--- config.mk ---
export PLATFORM = sky130hd
export DESIGN_NAME = mem_port_arbiter_flat
export DESIGN_NICKNAME = d
export VERILOG_FILES = /design/src/rtl/mem_port_arbiter_if.sv /design/src/rtl/mem_port_arbiter.sv /design/src/flat_wrapper.sv
export SDC_FILE = /design/constraint.sdc
export NUM_CORES = 1
export LEC_CHECK = 0
export BUFFER_PORTS_ARGS = -buffer_cell sky130_fd_sc_hd__buf_2
export CORE_MARGIN = 3
export CORE_UTILIZATION = 49
export DETAILED_ROUTE_END_ITERATION = 12
export PLACE_DENSITY = 0.9
export SKIP_LAST_GASP = 1
export SYNTH_ARGS = -nofsm -noshare
export SYNTH_HDL_FRONTEND = slang
export SYNTH_SLANG_ARGS = --single-unit
--- constraint.sdc ---
create_clock -name Clk -period 4.21 [get_ports Clk]
set_clock_uncertainty 0.1 [all_clocks]
set_input_delay 0.6315 -clock Clk [delete_from_list [all_inputs] [get_ports Clk]]
set_output_delay 0.6315 -clock Clk [all_outputs]
set_load 0.05 [all_outputs]
--- src/rtl/mem_port_arbiter_if.sv ---
// Bundle of requester (IF/DM) handshakes and ram512x8 strobes seen by mem_port_arbiter.
// slave = arbiter view, master = requester/RAM side view.
interface mem_port_arbiter_if;
  logic        if_req;
  logic [31:0] if_addr;
  logic        if_ack;
  logic [31:0] if_rdata;
  logic        dm_req;
  logic        dm_rw;
  logic [5:0]  dm_op;
  logic [31:0] dm_addr;
  logic [31:0] dm_wdata;
  logic        dm_ack;
  logic [31:0] dm_rdata;
  logic        dm_err;
  logic        mem_mov;
  logic        mem_rw;
  logic [5:0]  mem_op;
  logic [31:0] mem_addr;
  logic [31:0] mem_wdata;
  logic        mem_moc;
  logic [31:0] mem_rdata;

  modport slave (
    input  if_req, if_addr, dm_req, dm_rw, dm_op, dm_addr, dm_wdata, mem_moc, mem_rdata,
    output if_ack, if_rdata, dm_ack, dm_rdata, dm_err, mem_mov, mem_rw, mem_op, mem_addr, mem_wdata
  );
  modport master (
    output if_req, if_addr, dm_req, dm_rw, dm_op, dm_addr, dm_wdata, mem_moc, mem_rdata,
    input  if_ack, if_rdata, dm_ack, dm_rdata, dm_err, mem_mov, mem_rw, mem_op, mem_addr, mem_wdata
  );
endinterface

--- src/rtl/mem_port_arbiter.sv ---
// Round-robin arbiter sharing the single ram512x8 port between fetch and data requesters.
// Optional MOC watchdog enabled by defining MEM_ARB_TIMEOUT_EN.
module mem_port_arbiter #(
  parameter int unsigned TIMEOUT_CYCLES = 16,
  parameter int unsigned MEM_BYTES      = 512
) (
  input logic               Clk,
  input logic               Clr,
  mem_port_arbiter_if.slave bus
);
  typedef enum logic [2:0] {IDLE, GRANT, STROBE, WAIT, RESP} state_e;
  localparam logic [5:0] OP_LW = 6'b100011;

  state_e      state_q, state_d;
  logic        gnt_dm_q, gnt_dm_d;
  logic        last_dm_q, last_dm_d;
  logic        mov_q, mov_d;
  logic        rw_q, rw_d;
  logic [5:0]  op_q, op_d;
  logic [31:0] addr_q, addr_d;
  logic [31:0] wdata_q, wdata_d;
  logic        if_ack_q, if_ack_d;
  logic        dm_ack_q, dm_ack_d;
  logic        dm_err_q, dm_err_d;
  logic [31:0] if_rdata_q, if_rdata_d;
  logic [31:0] dm_rdata_q, dm_rdata_d;

  logic        pick_dm;
  logic        op_legal, op_rd, dm_bad;
  logic [2:0]  op_size;
  logic [32:0] end_addr;

`ifdef MEM_ARB_TIMEOUT_EN
  localparam int CW = (TIMEOUT_CYCLES > 1) ? $clog2(TIMEOUT_CYCLES) : 1;
  logic [CW-1:0] cnt_q, cnt_d;
`endif

  // On a tie the port that did not win last time goes first.
  assign pick_dm = bus.dm_req && (!bus.if_req || !last_dm_q);

  // DM legality is judged on the latched fields while in GRANT.
  always_comb begin
    op_legal = 1'b1;
    op_rd    = 1'b0;
    op_size  = 3'd0;
    case (op_q)
      6'b100011: begin op_size = 3'd4; op_rd = 1'b1; end
      6'b100001: begin op_size = 3'd2; op_rd = 1'b1; end
      6'b100000: begin op_size = 3'd1; op_rd = 1'b1; end
      6'b101011: op_size = 3'd4;
      6'b101001: op_size = 3'd2;
      6'b101000: op_size = 3'd1;
      default:   op_legal = 1'b0;
    endcase
    end_addr = {1'b0, addr_q} + {30'b0, op_size};
    dm_bad   = !op_legal || (op_rd != rw_q)
             || (op_size == 3'd4 && addr_q[1:0] != 2'b00)
             || (op_size == 3'd2 && addr_q[0])
             || (end_addr > 33'(MEM_BYTES));
  end

  always_comb begin
    state_d    = state_q;
    gnt_dm_d   = gnt_dm_q;
    last_dm_d  = last_dm_q;
    mov_d      = mov_q;
    rw_d       = rw_q;
    op_d       = op_q;
    addr_d     = addr_q;
    wdata_d    = wdata_q;
    if_ack_d   = if_ack_q;
    dm_ack_d   = dm_ack_q;
    dm_err_d   = dm_err_q;
    if_rdata_d = if_rdata_q;
    dm_rdata_d = dm_rdata_q;
`ifdef MEM_ARB_TIMEOUT_EN
    cnt_d      = cnt_q;
`endif
    case (state_q)
      IDLE: if (bus.if_req || bus.dm_req) begin
        state_d  = GRANT;
        gnt_dm_d = pick_dm;
        rw_d     = pick_dm ? bus.dm_rw    : 1'b1;
        op_d     = pick_dm ? bus.dm_op    : OP_LW;
        addr_d   = pick_dm ? bus.dm_addr  : bus.if_addr;
        wdata_d  = pick_dm ? bus.dm_wdata : 32'h0;
      end
      GRANT: begin
        if (gnt_dm_q && dm_bad) begin
          state_d    = RESP;
          dm_ack_d   = 1'b1;
          dm_err_d   = 1'b1;
          dm_rdata_d = 32'h0;
        end else begin
          state_d = STROBE;
          mov_d   = 1'b1;
        end
      end
      STROBE: begin
        state_d = WAIT;
`ifdef MEM_ARB_TIMEOUT_EN
        cnt_d   = '0;
`endif
      end
      WAIT: begin
        if (bus.mem_moc) begin
          state_d = RESP;
          mov_d   = 1'b0;
          if (gnt_dm_q) begin
            dm_ack_d   = 1'b1;
            dm_rdata_d = rw_q ? bus.mem_rdata : 32'h0;
          end else begin
            if_ack_d   = 1'b1;
            if_rdata_d = bus.mem_rdata;
          end
        end
`ifdef MEM_ARB_TIMEOUT_EN
        else if (cnt_q == CW'(TIMEOUT_CYCLES - 1)) begin
          state_d = RESP;
          mov_d   = 1'b0;
          if (gnt_dm_q) begin
            dm_ack_d   = 1'b1;
            dm_err_d   = 1'b1;
            dm_rdata_d = 32'h0;
          end else begin
            if_ack_d   = 1'b1;
            if_rdata_d = 32'hFFFF_FFFF;
          end
        end else begin
          cnt_d = cnt_q + 1'b1;
        end
`endif
      end
      RESP: begin
        state_d    = IDLE;
        if_ack_d   = 1'b0;
        dm_ack_d   = 1'b0;
        dm_err_d   = 1'b0;
        if_rdata_d = 32'h0;
        dm_rdata_d = 32'h0;
        last_dm_d  = gnt_dm_q;
      end
      default: state_d = IDLE;
    endcase
  end

  always_ff @(posedge Clk or negedge Clr) begin
    if (!Clr) begin
      state_q    <= IDLE;
      gnt_dm_q   <= 1'b0;
      last_dm_q  <= 1'b1;
      mov_q      <= 1'b0;
      rw_q       <= 1'b0;
      op_q       <= 6'h0;
      addr_q     <= 32'h0;
      wdata_q    <= 32'h0;
      if_ack_q   <= 1'b0;
      dm_ack_q   <= 1'b0;
      dm_err_q   <= 1'b0;
      if_rdata_q <= 32'h0;
      dm_rdata_q <= 32'h0;
`ifdef MEM_ARB_TIMEOUT_EN
      cnt_q      <= '0;
`endif
    end else begin
      state_q    <= state_d;
      gnt_dm_q   <= gnt_dm_d;
      last_dm_q  <= last_dm_d;
      mov_q      <= mov_d;
      rw_q       <= rw_d;
      op_q       <= op_d;
      addr_q     <= addr_d;
      wdata_q    <= wdata_d;
      if_ack_q   <= if_ack_d;
      dm_ack_q   <= dm_ack_d;
      dm_err_q   <= dm_err_d;
      if_rdata_q <= if_rdata_d;
      dm_rdata_q <= dm_rdata_d;
`ifdef MEM_ARB_TIMEOUT_EN
      cnt_q      <= cnt_d;
`endif
    end
  end

  assign bus.mem_mov   = mov_q;
  assign bus.mem_rw    = rw_q;
  assign bus.mem_op    = op_q;
  assign bus.mem_addr  = addr_q;
  assign bus.mem_wdata = wdata_q;
  assign bus.if_ack    = if_ack_q;
  assign bus.if_rdata  = if_rdata_q;
  assign bus.dm_ack    = dm_ack_q;
  assign bus.dm_rdata  = dm_rdata_q;
  assign bus.dm_err    = dm_err_q;
endmodule

--- src/flat_wrapper.sv ---
// flat-port wrapper written by rule: the top's interface ports become plain ports
module mem_port_arbiter_flat 
#(
  parameter int unsigned TIMEOUT_CYCLES = 16,
  parameter int unsigned MEM_BYTES      = 512
)
  (Clk, Clr, bus_if_req, bus_if_addr, bus_dm_req, bus_dm_rw, bus_dm_op, bus_dm_addr, bus_dm_wdata, bus_mem_moc, bus_mem_rdata, bus_if_ack, bus_if_rdata, bus_dm_ack, bus_dm_rdata, bus_dm_err, bus_mem_mov, bus_mem_rw, bus_mem_op, bus_mem_addr, bus_mem_wdata);
  mem_port_arbiter_if bus_i ();
  input logic Clk;
  input logic Clr;
  input wire logic [$bits(bus_i.if_req)-1:0] bus_if_req;
  input wire logic [$bits(bus_i.if_addr)-1:0] bus_if_addr;
  input wire logic [$bits(bus_i.dm_req)-1:0] bus_dm_req;
  input wire logic [$bits(bus_i.dm_rw)-1:0] bus_dm_rw;
  input wire logic [$bits(bus_i.dm_op)-1:0] bus_dm_op;
  input wire logic [$bits(bus_i.dm_addr)-1:0] bus_dm_addr;
  input wire logic [$bits(bus_i.dm_wdata)-1:0] bus_dm_wdata;
  input wire logic [$bits(bus_i.mem_moc)-1:0] bus_mem_moc;
  input wire logic [$bits(bus_i.mem_rdata)-1:0] bus_mem_rdata;
  output wire logic [$bits(bus_i.if_ack)-1:0] bus_if_ack;
  output wire logic [$bits(bus_i.if_rdata)-1:0] bus_if_rdata;
  output wire logic [$bits(bus_i.dm_ack)-1:0] bus_dm_ack;
  output wire logic [$bits(bus_i.dm_rdata)-1:0] bus_dm_rdata;
  output wire logic [$bits(bus_i.dm_err)-1:0] bus_dm_err;
  output wire logic [$bits(bus_i.mem_mov)-1:0] bus_mem_mov;
  output wire logic [$bits(bus_i.mem_rw)-1:0] bus_mem_rw;
  output wire logic [$bits(bus_i.mem_op)-1:0] bus_mem_op;
  output wire logic [$bits(bus_i.mem_addr)-1:0] bus_mem_addr;
  output wire logic [$bits(bus_i.mem_wdata)-1:0] bus_mem_wdata;
  assign bus_i.if_req = bus_if_req;
  assign bus_i.if_addr = bus_if_addr;
  assign bus_i.dm_req = bus_dm_req;
  assign bus_i.dm_rw = bus_dm_rw;
  assign bus_i.dm_op = bus_dm_op;
  assign bus_i.dm_addr = bus_dm_addr;
  assign bus_i.dm_wdata = bus_dm_wdata;
  assign bus_i.mem_moc = bus_mem_moc;
  assign bus_i.mem_rdata = bus_mem_rdata;
  assign bus_if_ack = bus_i.if_ack;
  assign bus_if_rdata = bus_i.if_rdata;
  assign bus_dm_ack = bus_i.dm_ack;
  assign bus_dm_rdata = bus_i.dm_rdata;
  assign bus_dm_err = bus_i.dm_err;
  assign bus_mem_mov = bus_i.mem_mov;
  assign bus_mem_rw = bus_i.mem_rw;
  assign bus_mem_op = bus_i.mem_op;
  assign bus_mem_addr = bus_i.mem_addr;
  assign bus_mem_wdata = bus_i.mem_wdata;
  mem_port_arbiter #(.TIMEOUT_CYCLES(TIMEOUT_CYCLES), .MEM_BYTES(MEM_BYTES)) u_core (.Clk(Clk), .Clr(Clr), .bus(bus_i));
endmodule
# [Yosys cells after proc, flatten, opt, wreduce, memory -nomap -nowiden]
# Index checks and enable logic that the tools add are counted.
[totals] n_memories=0 ramBits=0 romBits=0 latch_bits=0 reg_bits=144 word_cells=94
[classes] add_sub_neg=1 n_shift=0 muxes=30 n_eq_ne=19 bitwise_logic=0 n_mul=0 n_reduce_logical=30 n_div=0 magnitude_cmp=1
[op_table] operator="$mux 32" count=8
[op_table] operator="$pmux 32 s3" count=1
[op_table] operator="$pmux 32 s2" count=1
[op_table] operator="$eq 6x6->1 const B" count=6
[op_table] operator="$add 32x3->33" count=1
[op_table] operator="$gt 33x10->1 const B" count=1
[op_table] operator="$pmux 3 s4" count=1
[op_table] operator="$mux 1" count=10
[op_table] operator="$eq 3x2->1 const B" count=3
[op_table] operator="$mux 3" count=3
[op_table] operator="$pmux 3 s3" count=1
[op_table] operator="$reduce_bool 2->1" count=4
[op_table] operator="$eq 3x3->1 const B" count=2
[op_table] operator="$logic_or 1x1->1" count=6
[op_table] operator="$mux 6" count=1
[op_table] operator="$ne 2x1->1 const B" count=3
[op_table] operator="$ne 2x2->1 const B" count=3
[op_table] operator="$pmux 1 s2" count=3
[op_table] operator="$reduce_and 2->1" count=3
[op_table] operator="$reduce_and 3->1" count=2
[op_table] operator="$reduce_or 2->1" count=3
[op_table] operator="$reduce_or 6->1" count=1
[op_table] operator="$logic_and 1x1->1" count=4
[op_table] operator="$reduce_and 4->1" count=1
[op_table] operator="7 further kinds" count=9

# [Longest topological paths before layout]
# Gate-level depths: netlist (run 1).
[depth] depth_word=11 depth_mapped=14 mapped_depth_nobuf=12

# [Least setup slack after synthesis (run 1)]
# Ideal clock, no wire load.
[synth_path] path_kind="reg-to-reg" startpoint="register u_core.op_q[5], in the netlist u_core.bus.mem_op[5]" endpoint="register u_core.dm_rdata_q[0], in the netlist u_core.bus.dm_rdata[0]" t_arrival_ns=3.857 path_slack_ns=0.179 stages_incl_launch_ff=15 path_cell_list="dfrtp_1 -> or3b_2 -> clkbuf_1 -> nor3_1 -> ha_1 -> a21o_1 -> a31oi_1 -> clkbuf_1 -> nor3_1 -> a31o_2 -> a221o_1 -> nor4_4 -> nand2_4 -> buf_6 -> o21ai_2"
[synth_between] elab_chain_len=11 elab_cells_between_ends=29
[synth_rtl] element="from (decl)" line="mem_port_arbiter.sv:19" rtl="logic [5:0] op_q, op_d;"
[synth_rtl] element="from (signal assigned)" line="mem_port_arbiter.sv:171" rtl="op_q <= op_d;"
[synth_rtl] element="branches (longest 7 deep; another with $add 32x3->33)"
[synth_rtl] element="$logic_or 1x1->1 *" line="mem_port_arbiter.sv:59" rtl="|| (end_addr > 33'(MEM_BYTES));"
[synth_rtl] element="$logic_and 1x1->1 *" line="mem_port_arbiter.sv:89" rtl="if (gnt_dm_q && dm_bad) begin"
[synth_rtl] element="$ne 2x1->1 (no source line) *"
[synth_rtl] element="$reduce_and 4->1 (no source line) *"
[synth_rtl] element="to (signal assigned)" line="mem_port_arbiter.sv:178" rtl="dm_rdata_q <= dm_rdata_d;"
[synth_rtl] element="to (decl)" line="mem_port_arbiter.sv:26" rtl="logic [31:0] dm_rdata_q, dm_rdata_d;"
# Mark *: on every way between the ends.
# A chain may end at the register's enable or synchronous reset.

# [Worst setup path after layout (run 1)]
[layout_path] startpoint="register u_core.op_q[4], in the netlist u_core.bus.mem_op[4]" endpoint="register u_core.dm_rdata_q[17], in the netlist u_core.bus.dm_rdata[17]"
# The elaborated chain is that of the path after synthesis.

==> reports/qor.yml, run 1 <==
placed_design:
  dpl.hpwl_um: 14600
  place_ws_ps: 183
  io_buffers: 278
  place_area_mm2: 0.00862
  gp_congestion: 0.923
floorplan:
  die_x_um: 126
  fp.dieH_um: 126
  core_mm2: 0.0140
  start_util: 0.506
  pin_count: 279
  dieArea_mm2: 0.0159
  placementRows: 43
synth:
  synthTopCellsByArea: "dfrtp_1, nand2_1, o21ai_0"
  yosysTopAreaCellShare: 0.506
  dominantRegCellSynth: "dfrtp_1"
  ys_ff_latch: 144
  syn_avg_cell_area_um2: 9.90
  ys_warn_count: 0
  ys_async_sr_fraction: 1.00
  seq_area_frac_synth: 0.510
  yosys.area.top_type: "dfrtp_1"
  netlist_instances: 714
  syn_area_mm2: 0.00707
  synth_edf_count: 0
  syn_nets: 857
  synth_cell_types: 61
route:
  met1_length_um: 8190
  routed_wirelength_um: 20300
  top_layer_used: "met5"
  viasPerCell: 5.59
  wl_per_cell_um: 17.4
  wl_met3_um: 1400
  vias: 6529
  dr_wl_met2_um: 10200
  ant_nets: 0
  first_pass_iters: 7
  drc: 0
  dr.first_iter.drc_count: 503
timing:
  setup_tns_ps: 0
  rsz0062_at_grt: "false"
  fin_ws_ps: 306
  max_freq_mhz: 256
  slew_violations: 0
  setup_viol: 0
  period_minus_slack_ps: 3900
  hold_viol_final: 0
  period_share: 0.927
  relSlewSlack: 0.153
  worstMarginPinSlew_ps: 1270
pwr:
  p_sw_mw: 4.76
  ir_drop_mv: 0.573
  clockPowerShare: 0.163
  p_leak_nw: 4.64
  swShare: 0.531
  seq_power_share: 0.290
  power.internal_mw: 4.20
  combPwrFrac: 0.546
  p_per_area_mw_per_mm2: 972
setup_path:
  end_kind: "register"
  path_max_fanout: 28
  crit_path_start_kind: "register"
  path_class: "reg2reg"
  cp.arrival_ps: 4130
  reg2reg_from: "u_core.bus.mem_op[4]$_DFFE_PN0P_"
  crit_start: "u_core.bus.mem_op[4]$_DFFE_PN0P_"
  required_ps: 4440
status:
  outcome: "finished, final reports clean"
layout:
  num-nets-final: 1117
  fillCellCount: 1169
  drive_above_1_share: 0.377
  area_delta_synth_final_pct: 30.3
  final_core_util: 0.659
  fin_area_mm2: 0.00922
clock_network:
  clkSlewWorstSetupHoldPaths_ps: 60
  clock_sinks: 144
  clk-insertion-delay-late_ps: 420
  root_buffer: "clkbuf_16"
  htreeDepth: 4
  cts_setup_buffers: 0
  clock_path_buffers: 2
  cts_tree: "done"
  cts_buffers: 17
global_routing:
  grtUsageTotal: 0.257
  grt_overflow: 0
  antenna_found_initial: 3
  first_global_vias: 6491
  grt_pass1_wl_um: 33000
  grt_max_degree: 121
worst_hold_path:
  hp-class: "in2async"
run:
  maxCapViolCount: 0
critical path, cell delays in order (launching register included):
cell	delay [ps]
dfrtp_1	420
or3b_2	560
nor3_1	170
ha_1	230
a21o_1	180
a31oi_1	150
buf_4	240
or3_1	380
or3_1	370
a22oi_1	200
and4_4	270
nand2_4	100
buf_12	210
o21ai_0	220
layout make-up:
cell class / count / area, um^2 / area share
Antenna cell: 1 / 2.50 / 0.000272
Clock buffer: 19 / 433 / 0.0470
Clock inverter: 13 / 140 / 0.0152
Inverter: 6 / 22.5 / 0.00244
Multi-Input combinational cell: 514 / 3280 / 0.356
Sequential cell: 144 / 3600 / 0.391
Tap cell: 180 / 225 / 0.0244
Timing Repair Buffer: 291 / 1510 / 0.164
cell families after synthesis:
| family | Yosys count | share of synthesized area |
|---|---|---|
| buffers and inverters | 56 | 0.0338 |
| and+or+nand+nor | 243 | 0.160 |
| DFF | 144 | 0.510 |
| adders and majority gates | 3 | 0.00637 |
| muxes | 37 | 0.0527 |
| AOI/OAI and AO/OA | 227 | 0.232 |
| xor gates and xnor gates | 4 | 0.00495 |
layer usage:
layer	track usage	vias up
met5	0	-
met1	0.320	3117
li1	-	3130
met2	0.437	241
met3	0.0632	37
met4	0.0921	4
state kept, by name, indices dropped and copies added (netlist names):
register and cells:
u_core.bus.mem_rw 1, u_core.bus.if_rdata 32, u_core.bus.if_ack 1, u_core.bus.dm_err 1
u_core.bus.mem_op 6, u_core.state_q 3, u_core.last_dm_q 1, u_core.bus.dm_ack 1
u_core.bus.mem_wdata 32, u_core.bus.mem_mov 1, u_core.bus.mem_addr 32, u_core.bus.dm_rdata 32
u_core.gnt_dm_q 1
synth_stat cells, types with 3 or more instances:
cell,n
buf_6,3
a22o_1,36
nand2_1,149
nand4_1,7
nor4b_1,3
o22a_1,3
and2_1,5
a21oi_1,6
a2bb2oi_1,32
or4_1,4
nor2_1,16
o21a_1,4
a21o_1,3
xnor2_1,3
a31o_2,3
nand3_1,10
nor2b_1,3
or3_1,6
a311oi_1,4
and3_1,8
a211oi_1,7
nor4_1,6
o21ai_0,78
clkbuf_1,42
a31oi_1,5
inv_1,6
nand2b_1,6
nor3_1,11
mux2i_1,35
dfrtp_1,143
o21ai_2,30
timing repair:
action	in CTS	in global routing
gates resized for setup	0	3
setup endpoints to repair	0	29
hold buffers	0	0
cell usage in the layout, fill, tap and decap left out, types with 7 or more instances in the layout:
master	n
buf_2	277
nand2_1	148
dfrtp_1	143
o21ai_0	77
a22o_1	36
mux2i_1	35
a2bb2oi_1	32
o21ai_2	30
clkbuf_16	17
nor2_1	14
buf_4	12
nor3_1	10
nand3_1	10
and3_1	8
nand4_1	7
a211oi_1	7
per-stage QoR:
stage	hold WS [ps]	total power, mW	std cells
2_1_floorplan	236	6.22	714
3_3_place_gp	359	7.38	1135
3_5_place_dp	371	7.50	1135
4_1_cts	314	8.99	1167
5_1_grt	315	9.48	1168
6_report	289	8.96	1168
path summary, 6_finish.rpt:
check,depth (start not counted),endpoint,slack [ps]
hold / removal,1,u_core.bus.if_rdata[13]$_DFFE_PN0P_,290
hold reg to reg,2,u_core.bus.dm_err$_DFFE_PN0P_,390
max in group asynchronous,2,u_core.bus.mem_wdata[7]$_DFFE_PN0P_,2770
min in group Clk,2,u_core.bus.mem_wdata[15]$_DFFE_PN0P_,320
setup reg to reg,13,u_core.bus.dm_rdata[17]$_DFFE_PN0P_,310
setup / recovery,13,u_core.bus.dm_rdata[17]$_DFFE_PN0P_,310
power groups by stage:
stage                     clock (mW)  combinational [mW]  sequential [mW]
final                           1.46                4.90             2.60
after global routing            1.55                5.23             2.70
after CTS                       1.48                4.91             2.59
after detailed placement           0                4.90             2.59
after floorplan                    0                1.66             4.56
after global placement             0                4.80             2.58
Note: power is estimated with default switching activity, not from simulation.
==> inputs of run 2 (changes only) <==
--- a/config.mk
+++ b/config.mk
@@ -6,10 +6,11 @@
 export NUM_CORES = 1
 export LEC_CHECK = 0
 export BUFFER_PORTS_ARGS = -buffer_cell sky130_fd_sc_hd__buf_2
-export CORE_MARGIN = 3
+export CORE_ASPECT_RATIO = 1.25
 export CORE_UTILIZATION = 49
 export DETAILED_ROUTE_END_ITERATION = 12
 export PLACE_DENSITY = 0.9
+export RECOVER_POWER = 50
 export SKIP_LAST_GASP = 1
 export SYNTH_ARGS = -nofsm -noshare
 export SYNTH_HDL_FRONTEND = slang
==> reports/qor.yml, run 2 (synthesis gave the netlist of run 1 again) <==
status:
  outcome: "finished with violations"
  failed_checks: "max-capacitance violations, max-slew violations"
setup_path:
  reg2reg_from: "u_core.bus.mem_op[4]$_DFFE_PN0P_"
  crit_chain: "or3b_2 -> nor3_1 -> ha_1 -> a21o_1 -> a31oi_1 -> buf_4 -> or3_1 -> or3_1 -> a22oi_1 -> and4_4 -> nand2_4 -> buf_12 -> o21ai_2"
  end_kind: "register"
  crit_path_start_kind: "register"
  path_class: "reg2reg"
  rr_worst_depth: 13  # unchanged
  r2r_end: "u_core.bus.dm_rdata[27]$_DFFE_PN0P_"
  cp.arrival_ps: 4130  # about the same
  path_max_fanout: 15  # -46%
  crit_top_cell: "or3_1"
  r2r_slack_ps: 320  # +20 ps
  crit_slowest_cell: "or3b_2"
  required_ps: 4450  # about the same
  critPathMaxStageDelay_ps: 580  # +20 ps
clock_network:
  cts_tree: "done"
  clkSlewWorstSetupHoldPaths_ps: 60  # about the same
  root_buffer: "clkbuf_16"
  htreeDepth: 4  # unchanged
  clock_sinks: 144  # unchanged
  clock_path_buffers: 2  # unchanged
  cts_buffers: 17  # unchanged
  clk-insertion-delay-late_ps: 420  # about the same
floorplan:
  pin_count: 279  # unchanged
  start_util: 0.508  # +0.00200
  placementRows: 48  # +12%
  core_mm2: 0.0139  # -0.39%
  dieArea_mm2: 0.0149  # -6.2%
  fp.dieH_um: 136  # +8.1%
  die_x_um: 109  # -13%
timing:
  hold-worst-slack_ps: 327  # +37.9 ps
  setup_viol: 0  # unchanged
  fin_ws_ps: 321  # +15.1 ps
  period_minus_slack_ps: 3890  # -15.1 ps
  relSlewSlack: -0.905  # -1.06
  slew_violations: 118  # +118
  period_share: 0.924  # -0.00359
  worstMarginPinSlew_ps: 2860  # +1590 ps
  rsz0062_at_grt: "false"
  max_freq_mhz: 257  # +0.39%
  hold_viol_final: 0  # unchanged
  setup_tns_ps: 0  # unchanged
layout:
  fillCellCount: 1145  # -2.1%
  layoutNonFillerInstCount: 1164  # -0.34%
  drive_above_1_share: 0.311  # -0.0662
  area_delta_synth_final_pct: 29.7
  layout_commonest_cell: "buf_2"
  layout_common_cells: "buf_2, nand2_1, dfrtp_1"
  fin_area_mm2: 0.00917  # -0.50%
  num-nets-final: 1119  # +0.18%
global_routing:
  antenna_found_initial: 0  # -3
  grt_max_degree: 118  # -2.5%
  grt_pass1_wl_um: 29700  # -9.9%
  first_global_vias: 6137  # -5.5%
  grt_use_met1: 0.312  # -0.00819
  use_met2: 0.438  # +0.000909
  grtUsageMet3: 0.0575  # -0.00566
  grt_overflow: 0  # unchanged
  grt-busiest-layer: "met2"
  grtUsageTotal: 0.256  # -0.00155
placed_design:
  place_area_mm2: 0.00862  # about the same
  dpl.hpwl_um: 13600  # -7.0%
  place_ws_ps: 83.0  # -100 ps
  dp_cells: 1130  # -0.44%
  io_buffers: 278  # unchanged
  gp_congestion: 0.970  # +5.1%
route:
  drc: 0  # unchanged
  first_pass_iters: 5  # -2
  ant_nets: 0  # unchanged
  vias: 6522  # -0.11%
  wl_per_cell_um: 16.5  # -5.3%
  viasPerCell: 5.60  # +0.24%
  dr.first_iter.drc_count: 554  # +10%
  routed_wirelength_um: 19200  # -5.6%
worst_hold_path:
  min-delay-start: "bus_dm_wdata[18]"
  hold-path-endpoint: "u_core.bus.mem_wdata[18]$_DFFE_PN0P_"
  hp-class: "in2reg"
  hold_depth: 2
pwr:
  p_per_area_mw_per_mm2: 970  # -0.27%
  ir_drop_mv: 0.622  # +8.5%
  p_leak_nw: 4.40  # -5.1%
run:
  maxCapViolCount: 1  # +1
## run 2: cell count changes in the layout (fill, tap and decap cells not counted), moves of 2 or more
cell and change:
clkinv_2 -2, clkbuf_8 +2, clkbuf_2 +2, clkbuf_1 +67
buf_2 -68, clkinvlp_4 -2
## run 2: where the power goes
| part | switching (mW) | leakage [nW] | internal (mW) |
|---|---|---|---|
| Combinational | 3.55 | 2.27 | 1.23 |
| Clock | 0.592 | 0.277 | 0.907 |
| Sequential | 0.595 | 1.85 | 2.02 |
## run 2: what timing repair did
action,in CTS,in global routing
endpoints found under the setup margin,0,33
endpoints found under the hold margin,0,0
hold buffers,0,0
gates resized for setup,0,5
buffers inserted,0,2
## run 2: layout make-up
| cell class | count | area, um^2 | share of cell area |
|---|---|---|---|
| flip-flops and latches | 144 | 3600 | 0.393 |
| multi-input cells | 514 | 3290 | 0.359 |
| repair buffers | 293 | 1440 | 0.157 |
| clock buffers | 20 | 457 | 0.0498 |
| well taps | 175 | 219 | 0.0239 |
| clock inverters | 11 | 133 | 0.0145 |
| inverters | 6 | 22.5 | 0.00246 |
| diodes | 1 | 2.50 | 0.000273 |
## run 2: metal layers
layer | vias to the layer above | wire length [um]
met4 | 0 | 408
met5 | - | 0
li1 | 3128 | -
met2 | 259 | 9730
met1 | 3100 | 7840
met3 | 35 | 1220
## run 2: stage by stage
stage | total power [mW] | util
2_1_floorplan | 6.22 | -
3_3_place_gp | 7.34 | 0.618
3_5_place_dp | 7.46 | 0.618
4_1_cts | 8.98 | 0.661
5_1_grt | 9.38 | 0.658
6_report | 8.89 | 0.658
## run 2: worst max-delay path by stage
stage,cells past startpoint,start,slack [ps],end
4_1_cts,12,u_core.bus.mem_op[4]$_DFFE_PN0P_,50,u_core.bus.dm_rdata[27]$_DFFE_PN0P_
2_1_floorplan,14,u_core.bus.mem_op[5]$_DFFE_PN0P_,180,u_core.bus.dm_rdata[0]$_DFFE_PN0P_
3_5_place_dp,12,u_core.bus.mem_op[4]$_DFFE_PN0P_,80,u_core.bus.dm_rdata[27]$_DFFE_PN0P_
3_3_place_gp,12,u_core.bus.mem_op[4]$_DFFE_PN0P_,260,u_core.bus.dm_rdata[0]$_DFFE_PN0P_
6_report,13,u_core.bus.mem_op[4]$_DFFE_PN0P_,320,u_core.bus.dm_rdata[27]$_DFFE_PN0P_
5_1_grt,13,u_core.bus.mem_op[4]$_DFFE_PN0P_,110,u_core.bus.dm_rdata[27]$_DFFE_PN0P_
## run 2: worst max-delay path, delay by kind of cell, from the launching register on
kind,cells,cell delay (ps)
DFF,1,410
AOI/OAI and AO/OA,4,760
and+or+nand+nor,6,1880
adders and majority gates,1,230
buffers and inverters,2,430
